`src/rtl/oscillator_phase_gen.sv`:
```
// Per-voice phase accumulator feeding the sine shaper.
// Frequency changes and note-off only land on half-cycle wraps.
module oscillator_phase_gen #(
    // Default width of a long_percent_t position.
    parameter int PHASE_WIDTH = 16
) (
    input  logic                   clock,
    input  logic                   reset,
    input  logic                   sample_tick,
    input  logic                   note_on,
    input  logic [PHASE_WIDTH-1:0] increment,
    output logic                   state,
    output logic [PHASE_WIDTH-1:0] phase,
    output logic                   sample_valid,
    output logic                   active
);

    localparam logic FRONT = 1'b0;

    typedef enum logic [1:0] {
        IDLE     = 2'd0,
        RUNNING  = 2'd1,
        STOPPING = 2'd2
    } fsm_t;

    fsm_t                   fsm;
    logic [PHASE_WIDTH-1:0] cur_inc;
    logic [PHASE_WIDTH-1:0] pend_inc;
    logic [PHASE_WIDTH:0]   sum;
    logic                   carry;

    assign sum   = {1'b0, phase} + {1'b0, cur_inc};
    assign carry = sum[PHASE_WIDTH];

    always_ff @(posedge clock) begin
        if (reset) begin
            fsm          <= IDLE;
            state        <= FRONT;
            phase        <= '0;
            cur_inc      <= '0;
            pend_inc     <= '0;
            sample_valid <= 1'b0;
            active       <= 1'b0;
        end else begin
            sample_valid <= 1'b0;
            if (note_on) begin
                pend_inc <= increment;
            end
            unique case (fsm)
                IDLE: begin
                    // Entry wins over a coincident tick.
                    if (note_on) begin
                        fsm     <= RUNNING;
                        cur_inc <= increment;
                        state   <= FRONT;
                        phase   <= '0;
                        active  <= 1'b1;
                    end
                end
                RUNNING: begin
                    if (sample_tick) begin
                        sample_valid <= 1'b1;
                        phase        <= sum[PHASE_WIDTH-1:0];
                        if (carry) begin
                            state   <= ~state;
                            cur_inc <= pend_inc;
                        end
                    end
                    if (!note_on) begin
                        fsm <= STOPPING;
                    end
                end
                STOPPING: begin
                    if (sample_tick && carry) begin
                        sample_valid <= 1'b1;
                        state        <= FRONT;
                        phase        <= '0;
                        active       <= 1'b0;
                        fsm          <= IDLE;
                    end else begin
                        if (sample_tick) begin
                            sample_valid <= 1'b1;
                            phase        <= sum[PHASE_WIDTH-1:0];
                        end
                        if (note_on) begin
                            fsm <= RUNNING;
                        end
                    end
                end
                default: begin
                    fsm    <= IDLE;
                    state  <= FRONT;
                    phase  <= '0;
                    active <= 1'b0;
                end
            endcase
        end
    end

endmodule

```
`config.mk`:
```
export PLATFORM = sky130hd
export DESIGN_NAME = oscillator_phase_gen
export DESIGN_NICKNAME = d
export VERILOG_FILES = /design/src/rtl/oscillator_phase_gen.sv
export SDC_FILE = /design/constraint.sdc
export NUM_CORES = 1
export LEC_CHECK = 0
export BUFFER_PORTS_ARGS = -buffer_cell sky130_fd_sc_hd__buf_4
export CAP_MARGIN = 20
export CORE_MARGIN = 4
export CORE_UTILIZATION = 54
export CTS_CLUSTER_SIZE = 8
export DETAILED_ROUTE_END_ITERATION = 8
export PLACE_DENSITY = 0.8
export SLEW_MARGIN = 30
export SYNTH_ARGS = -nofsm -noshare
export SYNTH_HDL_FRONTEND = slang
export SYNTH_SLANG_ARGS = --single-unit
```
`constraint.sdc`:
```
create_clock -name clock -period 2.7 [get_ports clock]
set_input_delay 0.135 -clock clock [delete_from_list [all_inputs] [get_ports clock]]
set_output_delay 0.135 -clock clock [all_outputs]
set_load 0.1 [all_outputs]
```
==> results.py <==
metrics = {
    "status": {
        "status": "finished, final reports clean",
    },
    "setup_path": {
        "worstSetupPathType": "reg2reg",
        "critPathRequiredTime_ps": 2950,
        "crit_fanout": 7,
        "worstPathArrival_ps": 2790,
        "crit_path_end_kind": "register",
        "critPathLaunchType": "register",
    },
    "placed_design": {
        "gp_congestion": 0.883,
        "portBuffers": 38,
        "dpl.hpwl_mm": 4.85,
    },
    "sta": {
        "finalMaxSlewViolations": 0,
        "whs_ps": 55.5,
        "finalCritPeriodShare_pct": 94.1,
        "hold_viol_final": 0,
        "rsz0062_at_grt": "false",
        "fin_crit_ps": 2540,
        "timing.fmax_mhz": 394,
        "setup_viol": 0,
        "fin_skew_ps": 9.05,
        "fin_tns_setup_ps": 0,
        "worstMarginPinSlew_ps": 693,
        "relSlewSlack_pct": 53.7,
    },
    "finish": {
        "final_net_count": 405,
        "seqCellArea_um2": 1080,
        "final_layout_size_suffix_gt1_share_pct": 21.1,
        "diodes": 0,
        "fillers": 478,
        "multi_input_area_um2": 1890,
        "layout-area-overhead-vs-synth_pct": 15.5,
    },
    "clock_network": {
        "cts_tree": "done",
        "numCtsBuffers": 5,
        "cts.sinks": 53,
        "root_buffer": "clkbuf_8",
        "clkTransAtPathRegs_ps": 110,
        "cts_setup_buffers": 0,
        "cts_max_level": 2,
        "cts.path.max_buffers": 2,
        "clk_latency_ps": 320,
    },
    "global_route": {
        "grt_pass1_vias": 2528,
        "grt_max_degree": 42,
        "antenna_found_initial": 0,
        "overflow": 0,
        "grt_pass1_wl_mm": 11.7,
        "track_usage_pct": 20.0,
    },
    "yosys": {
        "synth-compound-area-share_pct": 24.7,
        "synthMuxAreaShare_pct": 10.5,
        "synth-seq-cells": 53,
        "syn_nets": 372,
        "synthTopCellsByArea": "dfxtp_1 35%, mux2i_1 10%, ha_1 8.2%, a211oi_1 4.9%, a22o_1 4.3%",
        "yosys.area.top_type": "dfxtp_1",
        "synthXorXnorAreaFrac_pct": 3.44,
        "synth_top_area_share_pct": 34.8,
        "synth-async-reset-ratio_pct": 0,
        "ys_types": 54,
        "synth-edff-count": 0,
        "yosys_warnings": 0,
        "synth_ff_type": "dfxtp_1",
        "synth_area_um2": 3050,
        "avgSynthCellArea_um2": 9.22,
        "synth_most_common_cell": "dfxtp_1",
        "synthAdderAreaFrac_pct": 8.85,
        "yosys.area_share.simple_pct": 13.9,
        "synth_commonest_cells": "53 x dfxtp_1, 32 x mux2i_1, 26 x nor2_1",
        "synthCells": 331,
        "yosysSeqAreaShare_pct": 34.8,
        "synth_top_family_by_area": "compound AO/OA/AOI/OAI gates",
    },
    "pwr": {
        "peakVddDrop_mv": 0.508,
        "p_per_area_nw_per_um2": 735,
        "power.leakage_nw": 1.53,
    },
    "route": {
        "first_iter_violations": 115,
        "via_count": 2596,
        "viasPerCell": 5.94,
        "avgRoutedWirePerCell_um": 15.2,
        "routed_wl_mm": 6.64,
        "firstDrtPassIters": 4,
        "drc_errors": 0,
        "drtAntennaViolNets": 0,
    },
    "floorplanning": {
        "die_x_um": 83.2,
        "row_count": 27,
        "core_area_um2": 5510,
        "die_h_um": 83.2,
        "top_level_ports": 39,
        "start_util_pct": 55.4,
        "die_area_um2": 6920,
    },
    "job": {
        "drv_cap": 0,
    },
    "worst_hold_path": {
        "hp-class": "in2reg",
    },
}
cells by family after synthesis:
group / Yosys count
XOR/XNOR: 12
multiplexers: 32
adder cells (fa/ha/maj): 21
buffers and inverters: 28
AND/OR/NAND/NOR: 86
AO/OA/AOI/OAI: 99
flip-flops: 53
critical path: stages, from the launching register on:
cell and delay, ps:
dfxtp_4 370, ha_1 170, inv_1 60, fa_2 350, nand2b_1 170, a21o_1 200, a21o_4 240, o211a_4 270
or4_1 490, a31oi_1 160
routing by layer:
metal	share of wire, %	vias to the layer above	global-route usage (%)
li1	-	1317	-
met1	50	1217	27.6
met2	45	55	32.0
met3	3.7	7	4.27
met4	1.1	0	4.75
met5	0	-	0
power by group:
group | switching [mW] | total [mW] | internal, mW
Combinational | 0.662 | 1.10 | 0.435
Clock | 0.289 | 0.485 | 0.196
Sequential | 0.0980 | 1.01 | 0.910
Total | 1.05 | 2.59 | 1.54
state kept, by name, summed over array words and instances, names as in the netlist:
name / cells
cur_inc: 16
pend_inc: 16
phase: 16
fsm: 2
active: 1
sample_valid: 1
state: 1
worst paths after layout:
kind	from	endpoint	slack, ps	cells after the start
setup / recovery	phase[0]	state	160	9
hold / removal	increment[2]	pend_inc[2]	60	3
setup reg to reg	phase[0]	state	160	9
hold reg to reg	phase[13]	phase[13]	500	1
stage by stage:
step	cells	power [mW]	setup slack (ps)	util (%)	area, µm²
after floorplan	331	1.87	7.97	-	3070
after global routing	437	2.77	9.22	64.0	3520
after global placement	429	2.08	194	62.0	3410
final	437	2.59	160	64.0	3520
after CTS	437	2.60	90.3	63.8	3510
after detailed placement	429	2.11	112	62.1	3420
timing repair:
action                     CTS  global route
hold buffers                 0             0
resized for setup            0             2
setup endpoints to repair    0             2
area by class of cell:
cell class | count | share of cell area [%]
multi-input cells | 250 | 53.5
flip-flops and latches | 53 | 30.7
repair buffers | 44 | 9.37
well taps | 72 | 2.56
clock buffers | 5 | 1.95
inverters | 10 | 1.06
clock inverters | 3 | 0.816
layout by cell type (no fill, tap or decap), types with 2 or more instances in the layout:
cell	synthesis	final
inv_1	10	10
nor2b_1	3	3
a21o_1	8	8
and2_1	2	2
a31oi_1	7	7
dfxtp_2	0	11
a22o_1	15	15
nor4_1	3	3
o21ai_0	8	8
a2111oi_0	3	3
ha_1	20	20
nor3b_1	3	3
nand3_1	2	2
o211ai_1	5	5
dfxtp_4	0	2
nor3_1	17	17
o21a_1	2	2
nor2_1	26	25
clkbuf_8	0	5
nand2_1	14	14
and3_1	4	4
a21oi_1	14	14
a211oi_1	20	20
nand4_1	2	2
nand2b_1	4	4
inv_6	0	2
xor2_1	3	3
xnor2_1	9	9
dfxtp_1	53	40
mux2i_1	32	32
buf_4	1	44
Power figures use the tool's default switching activity.
